===== src/rtl/seq_bit_serializer.sv =====
// Parallel-to-serial feeder for the 101 sequence detector.
// Ports: clk, rst (sync, active-low), data_in/load_valid/load_ready (word
// handshake), ser_out/ser_valid/last_bit (serial stream), busy (status).
module seq_bit_serializer #(
    parameter int unsigned WIDTH     = 8,
    parameter bit          MSB_FIRST = 1'b1
) (
    input  logic             clk,
    input  logic             rst,
    input  logic [WIDTH-1:0] data_in,
    input  logic             load_valid,
    output logic             load_ready,
    output logic             ser_out,
    output logic             ser_valid,
    output logic             last_bit,
    output logic             busy
);

    localparam int unsigned    CW       = (WIDTH > 1) ? $clog2(WIDTH) : 1;
    localparam logic [CW-1:0]  CNT_LAST = CW'(WIDTH - 1);

    typedef enum logic {
        IDLE  = 1'b0,
        SHIFT = 1'b1
    } state_e;

    state_e           state_q, state_d;
    logic [WIDTH-1:0] shift_q, shift_d;
    logic [WIDTH-1:0] hold_q, hold_d;
    logic             hold_full_q, hold_full_d;
    logic [CW-1:0]    cnt_q, cnt_d;
    logic             last_q, busy_q;

    logic             accept;
    logic             end_word;
    logic [WIDTH-1:0] shifted;

    // Ready drops while in reset so loads offered then are ignored.
    assign load_ready = rst & ((state_q == IDLE) | ~hold_full_q);
    assign accept     = load_valid & load_ready;
    assign end_word   = (state_q == SHIFT) && (cnt_q == CNT_LAST);

    // Zero fill: after WIDTH shifts the register is all zeros, so idle
    // cycles naturally present 0 on ser_out.
    assign shifted = MSB_FIRST ? {shift_q[WIDTH-2:0], 1'b0}
                               : {1'b0, shift_q[WIDTH-1:1]};

    always_comb begin
        state_d     = state_q;
        shift_d     = shift_q;
        hold_d      = hold_q;
        hold_full_d = hold_full_q;
        cnt_d       = cnt_q;
        unique case (state_q)
            IDLE: begin
                if (accept) begin
                    shift_d = data_in;
                    cnt_d   = '0;
                    state_d = SHIFT;
                end
            end
            SHIFT: begin
                shift_d = shifted;
                cnt_d   = cnt_q + CW'(1);
                if (end_word) begin
                    cnt_d = '0;
                    if (hold_full_q) begin
                        shift_d     = hold_q;
                        hold_full_d = 1'b0;
                    end else if (accept) begin
                        // Bypass the hold register to keep the stream gapless.
                        shift_d = data_in;
                    end else begin
                        state_d = IDLE;
                    end
                end else if (accept) begin
                    hold_d      = data_in;
                    hold_full_d = 1'b1;
                end
            end
            default: state_d = IDLE;
        endcase
    end

    always_ff @(posedge clk) begin
        if (!rst) begin
            state_q     <= IDLE;
            shift_q     <= '0;
            hold_q      <= '0;
            hold_full_q <= 1'b0;
            cnt_q       <= '0;
            last_q      <= 1'b0;
            busy_q      <= 1'b0;
        end else begin
            state_q     <= state_d;
            shift_q     <= shift_d;
            hold_q      <= hold_d;
            hold_full_q <= hold_full_d;
            cnt_q       <= cnt_d;
            last_q      <= (state_d == SHIFT) && (cnt_d == CNT_LAST);
            busy_q      <= (state_d == SHIFT) || hold_full_d;
        end
    end

    assign ser_out   = MSB_FIRST ? shift_q[WIDTH-1] : shift_q[0];
    assign ser_valid = (state_q == SHIFT);
    assign last_bit  = last_q;
    assign busy      = busy_q;

endmodule


===== config.mk =====
export PLATFORM = sky130hd
export DESIGN_NAME = seq_bit_serializer
export DESIGN_NICKNAME = d
export VERILOG_FILES = /design/src/rtl/seq_bit_serializer.sv
export SDC_FILE = /design/constraint.sdc
export NUM_CORES = 1
export LEC_CHECK = 0
export ABC_CLOCK_PERIOD_IN_PS = 2050
export BUFFER_PORTS_ARGS = -buffer_cell sky130_fd_sc_hd__buf_2
export CORE_MARGIN = 2
export CORE_UTILIZATION = 40
export DETAILED_ROUTE_END_ITERATION = 10
export SYNTH_ARGS = -nofsm -noshare
export SYNTH_HDL_FRONTEND = slang
export SYNTH_SLANG_ARGS = --single-unit

===== constraint.sdc =====
create_clock -name clk -period 2.05 [get_ports clk]
set_input_delay 0.3075 -clock clk [delete_from_list [all_inputs] [get_ports clk]]
set_output_delay 0.3075 -clock clk [all_outputs]
set_load 0.01 [all_outputs]

==> results of run 1 <==
[flip-flops by register name, indices dropped and copies added, names as in the netlist]
name,cells
hold_full_q,1
shift_q,8
hold_q,8
ser_valid,1
busy,1
last_bit,1
cnt_q,3
[final timing paths]
path                  startpoint                       to  slack, ns
min reg2reg  cnt_q[2]$_SDFF_PN0_      cnt_q[2]$_SDFF_PN0_       0.48
min                   data_in[5]   hold_q[5]$_SDFFE_PN0P_       0.24
max reg2reg  cnt_q[0]$_SDFF_PN0_  shift_q[1]$_SDFFE_PN0P_       0.27
max          cnt_q[0]$_SDFF_PN0_  shift_q[1]$_SDFFE_PN0P_       0.27
[layer usage]
metal	vias up	global-route usage [%]	wire length [um]
li1	591	-	-
met1	545	25.16	1554
met2	20	27.08	1375
met3	2	3.934	75
met4	0	3.951	13
met5	-	0	0
[synthesized netlist by cell type, types with 3 or more instances]
library cell | number | area share [%]
dfxtp_1 | 23 | 34
a21oi_1 | 15 | 5.6
nand3_1 | 10 | 3.7
o21ai_1 | 9 | 3.3
buf_2 | 7 | 2.6
nand2_1 | 7 | 2.0
nor2_1 | 7 | 2.0
and3b_1 | 6 | 3.9
inv_1 | 6 | 1.7
a211oi_1 | 5 | 2.8
o221a_1 | 5 | 4.2
o22ai_1 | 5 | 2.3
a2111oi_2 | 4 | 4.5
clkbuf_1 | 4 | 1.1
nor2b_1 | 4 | 1.9
o21ai_0 | 4 | 1.5
buf_4 | 3 | 1.7
nand2b_1 | 3 | 1.4
[report_power, final]
group	leakage, nW	total, mW	switching, mW	internal (mW)
logic	0.358	0.163	0.0918	0.0708
registers	0.189	0.495	0.0236	0.472
clock network	0.0177	0.213	0.140	0.0730
total	0.565	0.871	0.256	0.616
[layout by cell type (no fill, tap or decap), drive strengths merged, types with 3 or more instances in the layout]
cell,synthesis,final
nand2b,3,3
nand3b,3,3
dfxtp,23,23
o22ai,5,5
a211oi,5,5
and4bb,4,4
o21ai,13,13
nand3,10,10
and3b,6,6
inv,7,7
a21oi,15,15
and3,3,3
nand2,8,8
o221a,5,5
clkbuf,4,3
buf,12,21
a2111oi,4,4
nor2,7,7
nor2b,4,4
[stage by stage]
| stage | hold WS [ns] | util, % | cells | instance area [um2] | setup slack [ns] |
|---|---|---|---|---|---|
| final | 0.2403 | 44.23 | 209 | 1453 | 0.2687 |
| after global routing | 0.2249 | 44.23 | 209 | 1453 | 0.07527 |
| after CTS | 0.2260 | 44.23 | 209 | 1453 | 0.2491 |
| after detailed placement | 0.4630 | 43.39 | 205 | 1425 | 0.2774 |
| after global placement | 0.4531 | 43.39 | 205 | 1425 | 0.4037 |
| after floorplan | 0.4406 | - | 154 | 1346 | 0.5867 |
[area by class of cell]
| class | count | area, um2 | area share [%] |
|---|---|---|---|
| Clock buffer | 3 | 22.52 | 1.550 |
| Clock inverter | 1 | 5.005 | 0.3445 |
| Timing Repair Buffer | 21 | 120.1 | 8.269 |
| Tap cell | 46 | 57.56 | 3.962 |
| Inverter | 7 | 26.28 | 1.809 |
| Multi-Input combinational cell | 108 | 760.7 | 52.37 |
| Sequential cell | 23 | 460.4 | 31.70 |
[tightest hold or removal path, stage by stage]
cell and delay (ns):
buf_2 0.10, nand3_1 0.06, a21oi_1 0.05
[kinds of logic after synthesis]
kind of cell	Yosys count	share of synthesized area, %
buffers and inverters	23	9.292
adder cells (fa/ha/maj)	2	1.858
flip-flops	23	34.20
AND/OR/NAND/NOR	52	25.37
AO/OA/AOI/OAI	54	29.28
==> impl_metrics.yaml, run 1 <==
status:
  status: "complete, no violations"
cells_and_area:
  insertedDiodeCount: 0
  fillCellCount: 336
  drive_gt1_share_pct: 23.93
  fin_nets: 177
  syn_to_final_growth_pct: 7.899
cts:
  numCtsBuffers: 3
  cts_max_level: 1
  clk_latency_ns: 0.31
  cts.sinks: 23
  root_buffer: "clkbuf_4"
  hold_buffers: 0
  tritoncts: "built"
  path_clk_slew_ns: 0.13
  cts_setup_buffers: 0
  ctsResizeCount: 0
  clock_path_buffers: 2
global_routing:
  grt_pass1_vias: 1032
  antenna_found_initial: 0
  grt_max_degree: 30
  track_usage_pct: 17.62
  grt_pass1_wl_mm: 4.974
  grt_overflow: 0
pwr:
  power_density_nw_per_um2: 599.7
  leakagePower_nw: 0.5646
  total_power_mw: 0.8712
  peakVddDrop_mv: 0.4469
route:
  ant_nets: 0
  wire_per_inst_um: 14.44
  drtPass1Iterations: 5
  totalWireLength_mm: 3.018
  drtIter0Drc: 14
  drc_errors: 0
  viasPerCell: 5.541
  vias: 1158
floorplan:
  die_y_um: 62.02
  core-area_um2: 3284
  ios: 16
  row_count: 21
  die_area_um2: 3846
  die_w_um: 62.02
  start_util_pct: 40.99
setup_path:
  ff2ff_path_depth: 5
  cp-start-kind: "flop"
  crit_arrival_ns: 2.05
  cp_max_fo: 11
  worstSetupPathType: "flop to flop"
  end_kind: "flop"
  path_cells: "ha_1, ha_1, nand2_2, a2111oi_2, o221a_1"
  cpPeakStageDelay_ns: 0.41
  cp_num_cells: 5
  critPathMostFrequentCell: "ha_1"
  critPathBufInv: 0
  slowest_stage: "dfxtp_1"
  critical_path_required_ns: 2.32
  cpLargestDelayFamily: "compound AO/OA/AOI/OAI gates"
synthesis:
  synthArstFlopShare_pct: 0
  synth_seq_area_share_pct: 34.20
  avgSynthCellArea_um2: 8.742
  synth_fp_nets: 167
  synth-edff-count: 0
  synthFlopType: "dfxtp_1"
  synth_area_um2: 1346
  ys_ff_latch: 23
  syn_inst: 154
  yosys.cell_types.count: 39
  ys_warn_count: 0
sta:
  finalSetupTns_ns: 0
  worst_pin_slew_ns: 0.4979
  post-route-min-period_ns: 1.781
  fmax_mhz: 561.4
  setup_viol: 0
  drv_slew: 0
  rsz0062_at_grt: "false"
  skew_ns: 0.001570
  slew_headroom_pct: 66.76
  timing_hold_violations_final: 0
  min_period_over_period_pct: 86.89
run:
  drv_cap: 0
place:
  port_buffers: 15
  dp_hpwl_mm: 2.202
  gp_congestion: 0.8447
min_path:
  worstHoldPathCells: 3
  min_path_type: "primary input to flop"
(Power assumes the default switching activity.)
==> run 2: changes to the inputs <==
PLACE_DENSITY = 0.57   (was unset)
==> impl_metrics.yaml, run 2 (synthesized netlist as in run 1, its figures left out) <==
setup_path:
  cpPeakStageDelay_ns: 0.43
  cp-start-kind: "flop"
  crit_arrival_ns: 2.15
  critical_path_required_ns: 2.32
  ff2ff_path_depth: 5
  r2r-end: "shift_q[4]$_SDFFE_PN0P_"
  worstSetupPathType: "flop to flop"
  startpoint: "cnt_q[0]$_SDFF_PN0_"
  path_cells: "ha_1, ha_1, nand2_2, a2111oi_2, o221a_1"
  slowest_stage: "ha_1"
  rrSetupSlack_ns: 0.17
  critPathMostFrequentCell: "ha_1"
  reg2reg_from: "cnt_q[0]$_SDFF_PN0_"
  cp_max_fo: 14
  end_kind: "flop"
cells_and_area:
  insertedDiodeCount: 0
  fin_nets: 177
  final_common_cell: "dfxtp_1"
  stdcell_area_um2: 1453
  final-seq-area_um2: 460.4
  syn_to_final_growth_pct: 7.899
  multi_input_area_um2: 760.7
  final_cell_mix: "23 x dfxtp_1, 15 x a21oi_1, 15 x buf_2"
  reg.largest.list: "hold_q (8), shift_q (8), cnt_q (3)"
  drive_gt1_share_pct: 23.93
  fillCellCount: 347
cts:
  ctsResizeCount: 0
  clk_latency_ns: 0.31
  hold_buffers: 0
  cts.sinks: 23
  cts_max_level: 1
  clock_path_buffers: 2
  root_buffer: "clkbuf_4"
  path_clk_slew_ns: 0.14
  cts_setup_buffers: 0
  tritoncts: "built"
  numCtsBuffers: 3
global_routing:
  grt_overflow: 0
  grt_pass1_wl_mm: 5.147
  grt_max_degree: 30
  antenna_found_initial: 0
  grt_pass1_vias: 1094
  track_usage_pct: 18.27
place:
  place_ws_ns: 0.2139
  gp_congestion: 0.7612
  dpl_cell_area_um2: 1425
  port_buffers: 15
  dp_hpwl_mm: 2.194
floorplan:
  die_y_um: 62.02
  start_util_pct: 40.99
  die_area_um2: 3846
  row_count: 21
  ios: 16
  core-area_um2: 3284
  die_w_um: 62.02
route:
  totalWireLength_mm: 3.155
  wire_per_inst_um: 15.10
  viasPerCell: 5.526
  drtIter0Drc: 37
  drtPass1Iterations: 4
  drc_errors: 0
  ant_nets: 0
  vias: 1155
sta:
  setup_slack_ns: 0.1734
  fmax_mhz: 532.9
  skew_ns: 0.007170
  setup_viol: 0
  timing_hold_violations_final: 0
  slew_headroom_pct: 62.52
  finalSetupTns_ns: 0
  worst_pin_slew_ns: 0.5615
  post-route-min-period_ns: 1.877
  min_period_over_period_pct: 91.54
  rsz0062_at_grt: "false"
  drv_slew: 0
status:
  status: "complete, no violations"
pwr:
  leakagePower_nw: 0.5646
  peakVddDrop_mv: 0.3017
  power_density_nw_per_um2: 602.5
min_path:
  worstHoldStart: "data_in[0]"
  min_path_type: "primary input to flop"
  min_to: "hold_q[0]$_SDFFE_PN0P_"
  worstHoldPathCells: 3
run:
  drv_cap: 0
==> run 2: cell counts in the layout (fill, tap and decap cells not counted) <==
No cell type changed its count.
==> run 2: worst max-delay path by stage <==
stage          cells after the start  slack [ns]                 endpoint
5_1_grt                            5        0.03  shift_q[4]$_SDFFE_PN0P_
2_1_floorplan                      7        0.59  shift_q[6]$_SDFFE_PN0P_
6_report                           5        0.17  shift_q[4]$_SDFFE_PN0P_
3_3_place_gp                       5        0.32  shift_q[4]$_SDFFE_PN0P_
3_5_place_dp                       5        0.21  shift_q[1]$_SDFFE_PN0P_
4_1_cts                            5        0.17  shift_q[4]$_SDFFE_PN0P_
==> run 2: report_power, final <==
part	internal [mW]	switching (mW)
clock	0.0730	0.145
combinational	0.0705	0.0882
sequential	0.472	0.0271
==> run 2: metrics by stage <==
stage	cells	util (%)	hold WS [ns]	power [mW]
finish	209	44.23	0.2378	0.8752
global route	209	44.23	0.2205	0.9224
CTS	209	44.23	0.2210	0.8868
detailed placement	205	43.39	0.4626	0.6659
global placement	205	43.39	0.4654	0.6619
floorplan	154	-	0.4406	0.6241
==> run 2: layer usage <==
layer  track usage [%]  routed length (um)
met5                 0                   0
met4             6.991                  19
met3             2.070                 134
met2             27.38                1492
met1             26.70                1509
==> run 2: worst max-delay path, delay by kind of cell (launching register included) <==
family	cells	cell delay, ns
simple gates	1	0.21
compound gates	2	0.63
flops	1	0.40
fa+ha+maj	2	0.60
==> run 2: cell type report <==
cell class / count / share of cell area [%]
sequential: 23 / 31.70
clock inverter: 1 / 0.3445
tap: 46 / 3.962
timing repair buffer: 21 / 8.269
clock buffer: 3 / 1.550
inverter: 7 / 1.809
multi-input combinational: 108 / 52.37
